$ cat config.mk
export PLATFORM = sky130hd
export DESIGN_NAME = packet_pack_fifo
export DESIGN_NICKNAME = d
export VERILOG_FILES = /design/src/rtl/packet_pkg.sv /design/src/rtl/pkt_fifo_core.sv /design/src/rtl/packet_pack_fifo.sv
export SDC_FILE = /design/constraint.sdc
export NUM_CORES = 1
export LEC_CHECK = 0
export CAP_MARGIN = 20
export CORE_UTILIZATION = 35
export DETAILED_ROUTE_END_ITERATION = 7
export GPL_TIMING_DRIVEN = 0
export PLACE_DENSITY = 0.69
export SLEW_MARGIN = 20
export SYNTH_ARGS = -nofsm -noshare
export SYNTH_HDL_FRONTEND = slang
export SYNTH_SLANG_ARGS = --single-unit
$ cat constraint.sdc
create_clock -name clk -period 4.8 [get_ports clk]
set_clock_uncertainty 0.05 [all_clocks]
set_input_delay 0.96 -clock clk [delete_from_list [all_inputs] [get_ports clk]]
set_output_delay 0.96 -clock clk [all_outputs]
set_load 0.01 [all_outputs]
$ cat src/rtl/packet_pkg.sv
// Shared packet layout for the default 4-bit address / 8-bit data format.
package packet_pkg;

    localparam int PKT_ADDR_W = 4;
    localparam int PKT_DATA_W = 8;

    typedef struct packed {
        logic [PKT_ADDR_W-1:0] addr;
        logic [PKT_DATA_W-1:0] data;
    } packet_t;

    function automatic packet_t pack_pkt(input logic [PKT_ADDR_W-1:0] addr,
                                         input logic [PKT_DATA_W-1:0] data);
        packet_t p;
        p.addr = addr;
        p.data = data;
        return p;
    endfunction

endpackage

$ cat src/rtl/pkt_fifo_core.sv
// First-word-fall-through FIFO: storage, wrapping pointers, occupancy count, full and empty.
module pkt_fifo_core #(
    parameter  int WIDTH = 12,
    parameter  int DEPTH = 4,
    localparam int PTR_W = $clog2(DEPTH),
    localparam int CNT_W = $clog2(DEPTH) + 1
) (
    input  logic             clk,
    input  logic             reset,
    input  logic             push,
    input  logic             pop,
    input  logic [WIDTH-1:0] wdata,
    output logic [WIDTH-1:0] rdata,
    output logic [CNT_W-1:0] count,
    output logic             full,
    output logic             empty
);

    logic [WIDTH-1:0] mem_q [DEPTH];
    logic [WIDTH-1:0] mem_d [DEPTH];
    logic [PTR_W-1:0] wr_ptr_q, wr_ptr_d;
    logic [PTR_W-1:0] rd_ptr_q, rd_ptr_d;
    logic [CNT_W-1:0] count_q, count_d;
    logic             push_ok;
    logic             pop_ok;

    assign full    = (count_q == CNT_W'(DEPTH));
    assign empty   = (count_q == '0);
    assign push_ok = push & ~full;
    assign pop_ok  = pop & ~empty;
    assign rdata   = mem_q[rd_ptr_q];
    assign count   = count_q;

    always_comb begin
        mem_d    = mem_q;
        wr_ptr_d = wr_ptr_q;
        rd_ptr_d = rd_ptr_q;
        count_d  = count_q;
        if (push_ok) begin
            mem_d[wr_ptr_q] = wdata;
            wr_ptr_d        = wr_ptr_q + PTR_W'(1);
        end
        if (pop_ok) begin
            rd_ptr_d = rd_ptr_q + PTR_W'(1);
        end
        if (push_ok && !pop_ok) begin
            count_d = count_q + CNT_W'(1);
        end else if (!push_ok && pop_ok) begin
            count_d = count_q - CNT_W'(1);
        end
    end

    // Popped entries are left in place; only reset clears storage.
    always_ff @(posedge clk or posedge reset) begin
        if (reset) begin
            for (int i = 0; i < DEPTH; i++) begin
                mem_q[i] <= '0;
            end
            wr_ptr_q <= '0;
            rd_ptr_q <= '0;
            count_q  <= '0;
        end else begin
            for (int i = 0; i < DEPTH; i++) begin
                mem_q[i] <= mem_d[i];
            end
            wr_ptr_q <= wr_ptr_d;
            rd_ptr_q <= rd_ptr_d;
            count_q  <= count_d;
        end
    end

endmodule

$ cat src/rtl/packet_pack_fifo.sv
// Packs address/data pairs into packet words, buffers them in a FWFT FIFO, and flags overflow.
module packet_pack_fifo
    import packet_pkg::*;
#(
    parameter  int ADDR_W = 4,
    parameter  int DATA_W = 8,
    parameter  int DEPTH  = 4,
    localparam int PKT_W  = ADDR_W + DATA_W,
    localparam int CNT_W  = $clog2(DEPTH) + 1
) (
    input  logic              clk,
    input  logic              reset,
    input  logic              in_valid,
    output logic              in_ready,
    input  logic [ADDR_W-1:0] in_addr,
    input  logic [DATA_W-1:0] in_data,
    output logic              out_valid,
    input  logic              out_ready,
    output logic [PKT_W-1:0]  out_pkt,
    output logic [ADDR_W-1:0] out_addr,
    output logic [DATA_W-1:0] out_data,
    output logic [CNT_W-1:0]  count,
    output logic              overflow,
    input  logic              clear_ovf
);

    logic [PKT_W-1:0] wr_pkt;
    logic             full;
    logic             empty;
    logic             push;
    logic             pop;
    logic             overflow_q, overflow_d;

    // Default widths go through the shared struct layout; any other widths use plain concatenation.
    if (ADDR_W == PKT_ADDR_W && DATA_W == PKT_DATA_W) begin : g_default_pack
        packet_t pkt;
        assign pkt    = pack_pkt(in_addr, in_data);
        assign wr_pkt = pkt;
    end else begin : g_generic_pack
        assign wr_pkt = {in_addr, in_data};
    end

    assign in_ready  = ~full;
    assign out_valid = ~empty;
    assign push      = in_valid & in_ready;
    assign pop       = out_valid & out_ready;
    assign out_addr  = out_pkt[PKT_W-1:DATA_W];
    assign out_data  = out_pkt[DATA_W-1:0];
    assign overflow  = overflow_q;

    pkt_fifo_core #(
        .WIDTH (PKT_W),
        .DEPTH (DEPTH)
    ) u_core (
        .clk   (clk),
        .reset (reset),
        .push  (push),
        .pop   (pop),
        .wdata (wr_pkt),
        .rdata (out_pkt),
        .count (count),
        .full  (full),
        .empty (empty)
    );

    // A rejected push in the same cycle as a clear keeps the flag set.
    always_comb begin
        overflow_d = overflow_q;
        if (clear_ovf) begin
            overflow_d = 1'b0;
        end
        if (in_valid && !in_ready) begin
            overflow_d = 1'b1;
        end
    end

    always_ff @(posedge clk or posedge reset) begin
        if (reset) begin
            overflow_q <= 1'b0;
        end else begin
            overflow_q <= overflow_d;
        end
    end

endmodule

==> results.toml, run 1 <==
[clock_network]
cts_inserted_buffers = 5
cts.sinks = 56
post-cts-setup-buffers = 0
clkTransAtPathRegs_ps = 100
cts_buffer_depth = 2
postCtsHoldBufs = 0
htreeDepth = 2
cts_resized = 0
clk-insertion-delay-late_ps = 320
root_buffer = "clkbuf_8"
tritoncts = "done"

[placed_design]
dp.final_hpwl_um = 3170
pre_cts_ws_ps = 1830
globalplace.congestion = 0.704
port_buffers = 46
detailed_place.area_mm2 = 0.00322

[synthesis]
synth.most_common_cell = "dfrtp_1"
synth.area.top_cells = "dfrtp_1 (53%), mux2_2 (21%), mux4_2 (10%), buf_4 (3.7%), ha_1 (2.4%)"
yosysUniqueCellTypes = 19
yosysWarningCount = 0
postSynth.asyncResetShare_pct = 100
synth.avg_cell_area_um2 = 15.4
synth_seq_cells = 56
syn_inst = 171
synth-main-ff-cell = "dfrtp_1"
syn-num-nets = 194
syn_area_mm2 = 0.00263
seq_area_frac_synth_pct = 53.2
synth-edff-count = 0
synth_top_area_share_pct = 53.2
synth_top_cell_by_area = "dfrtp_1"
synth_commonest_cells = "dfrtp_1 (56), mux2_2 (50), buf_4 (13)"

[min_path]
min_to = "u_core.mem_q[12]"
min_from = "u_core.mem_q[12]"
min_path_type = "flip-flop to flip-flop"
worstHoldPathCells = 1

[timing]
slew_headroom_pct = 54.4
finalHoldViolations = 0
min_period_over_period_pct = 68.4
setup_slack_ps = 1520
min_period_ps = 3280
worst_pin_slew_ps = 684
clock.fmax_ghz = 0.305
setup_viol = 0
final_max_slew_viol_count = 0
fin_hold_ws_ps = 461
rsz0062_at_grt = "false"
fin_tns_setup_ps = 0

[status]
outcome = "finished clean"

[floorplan]
die_h_um = 88.7
fp.dieArea_mm2 = 0.00788
io_pins = 47
core_region_area_mm2 = 0.00725
die_w_um = 88.7
floorplan.initialDensity_pct = 36.3
rows = 31

[power]
leakagePower_nw = 1.38
p_per_area_mw_per_mm2 = 792
finalPower_mw = 2.64
ir_drop_mv = 0.251

[worst_setup_path]
path_max_fanout = 10
reg2reg_depth = 8
crit_path_start_kind = "flip-flop"
crit_arrival_ps = 2270
rrSetupSlack_ps = 2450
cp-end-kind = "primary output"
reg2reg_to = "u_core.count[2]"
r2r-start = "u_core.count[0]"
critPathKind = "flip-flop to primary output"
required_ps = 3790

[global_routing]
grt.total_usage_pct = 13.1
grt_max_degree = 57
antenna_found_initial = 0
grt_pass1_vias = 1559
grt_pass1_wl_um = 7580
grt_overflow = 0

[routing]
drt_iter0_drc = 28
vias = 1475
dr_wl_met3_um = 207
m1WireLength_um = 2030
ant_nets = 0
top_layer_used = "met4"
drc = 0
routed_wl_um = 4630
wl_per_cell_um = 14.3
vias_per_cell = 4.55
firstDrtPassIters = 3
routed-wl-met2_um = 2320

[layout]
drive_above_1_share_pct = 41.3
fin_nets = 247
area_growth_pct = 26.7
num_antenna_cells = 0
finalInstanceArea_mm2 = 0.00334

[run]
cap_viol_max_count = 0
report_power, final:
| group | switching [mW] | internal, mW | leakage, nW | total [mW] |
|---|---|---|---|---|
| Combinational | 0.512 | 0.965 | 0.665 | 1.48 |
| Clock | 0.162 | 0.157 | 0.0548 | 0.320 |
| Sequential | 0.131 | 0.715 | 0.665 | 0.846 |
metal layers:
metal,vias up,GRT usage [%]
li1,697,-
met3,6,3.45
met1,741,15.8
met5,-,0
met2,31,22.7
met4,0,4.40
cell families after synthesis:
family	count (synthesis)	synth area share (%)
buffers and inverters	25	6.75
flip-flops	56	53.2
multiplexers	62	31.6
AO/OA/AOI/OAI	1	0.190
AND/OR/NAND/NOR	15	3.09
adder cells (fa/ha/maj)	6	3.14
XOR/XNOR	6	2.00
worst max-delay path, stage by stage, from the launching register on:
cell and delay [ps]:
dfrtp_1 330, buf_2 190, buf_4 260, mux4_2 550, buf_4 150, clkdlybuf4s50_1 460
final cells by class:
class	count	area (µm²)
multi-input cells	90	1050
fillers	675	3920
inverters	6	25.0
repair buffers	46	460
clock buffers	5	68.8
flip-flops and latches	56	1400
clock inverters	3	46.3
well taps	99	124
plain buffers	19	155
worst max-delay path by stage:
stage               cells past startpoint                from            endpoint  slack, ps
global placement                        2               reset  u_core.wr_ptr_q[1]       1340
floorplan                               4  u_core.rd_ptr_q[0]         out_pkt[10]       2380
global route                            5  u_core.rd_ptr_q[0]          out_pkt[9]       1400
CTS                                     5  u_core.rd_ptr_q[0]          out_pkt[9]       1470
detailed placement                      5  u_core.rd_ptr_q[0]          out_pkt[9]       1830
finish                                  5  u_core.rd_ptr_q[0]          out_pkt[9]       1520
per-stage QoR:
stage	utilization, %	cells
2_1_floorplan	-	171
5_1_grt	46.0	324
6_report	46.0	324
3_3_place_gp	44.4	316
4_1_cts	46.0	324
3_5_place_dp	44.4	316
layout by cell type, fill, tap and decap left out, types with 2 or more instances in the layout:
| cell type | count |
|---|---|
| clkdlybuf4s50_1 | 46 |
| nor2_1 | 5 |
| xor2_1 | 2 |
| buf_4 | 13 |
| inv_1 | 5 |
| dfrtp_1 | 56 |
| mux4_2 | 12 |
| clkbuf_8 | 6 |
| buf_2 | 2 |
| mux2_2 | 50 |
| xnor2_1 | 4 |
| buf_6 | 3 |
| nand2_1 | 6 |
| ha_1 | 5 |
flip-flops by register name, summed over array words and instances (netlist names):
name,cells
overflow,1
u_core.rd_ptr_q,2
u_core.mem_q,48
u_core.count,3
u_core.wr_ptr_q,2
Power figures use the tool's default switching activity.
==> run 2: changes to the inputs <==
==> constraint.sdc (replaced) <==
create_clock -name clk -period 3.4 [get_ports clk]
set_clock_uncertainty 0.05 [all_clocks]
set_input_delay 0.68 -clock clk [delete_from_list [all_inputs] [get_ports clk]]
set_output_delay 0.68 -clock clk [all_outputs]
set_load 0.01 [all_outputs]
==> results of run 2 <==
The final DEF is identical to that of run 1. Status: finished clean.
Main changes from that run: setup slack after placement 1830 ps -> 709 ps; setup slack after layout 1520 ps -> 399 ps; register-to-register setup slack 2450 ps -> 1050 ps; total power 2.64 mW -> 3.73 mW; worst IR drop on VDD 0.251 mV -> 0.354 mV
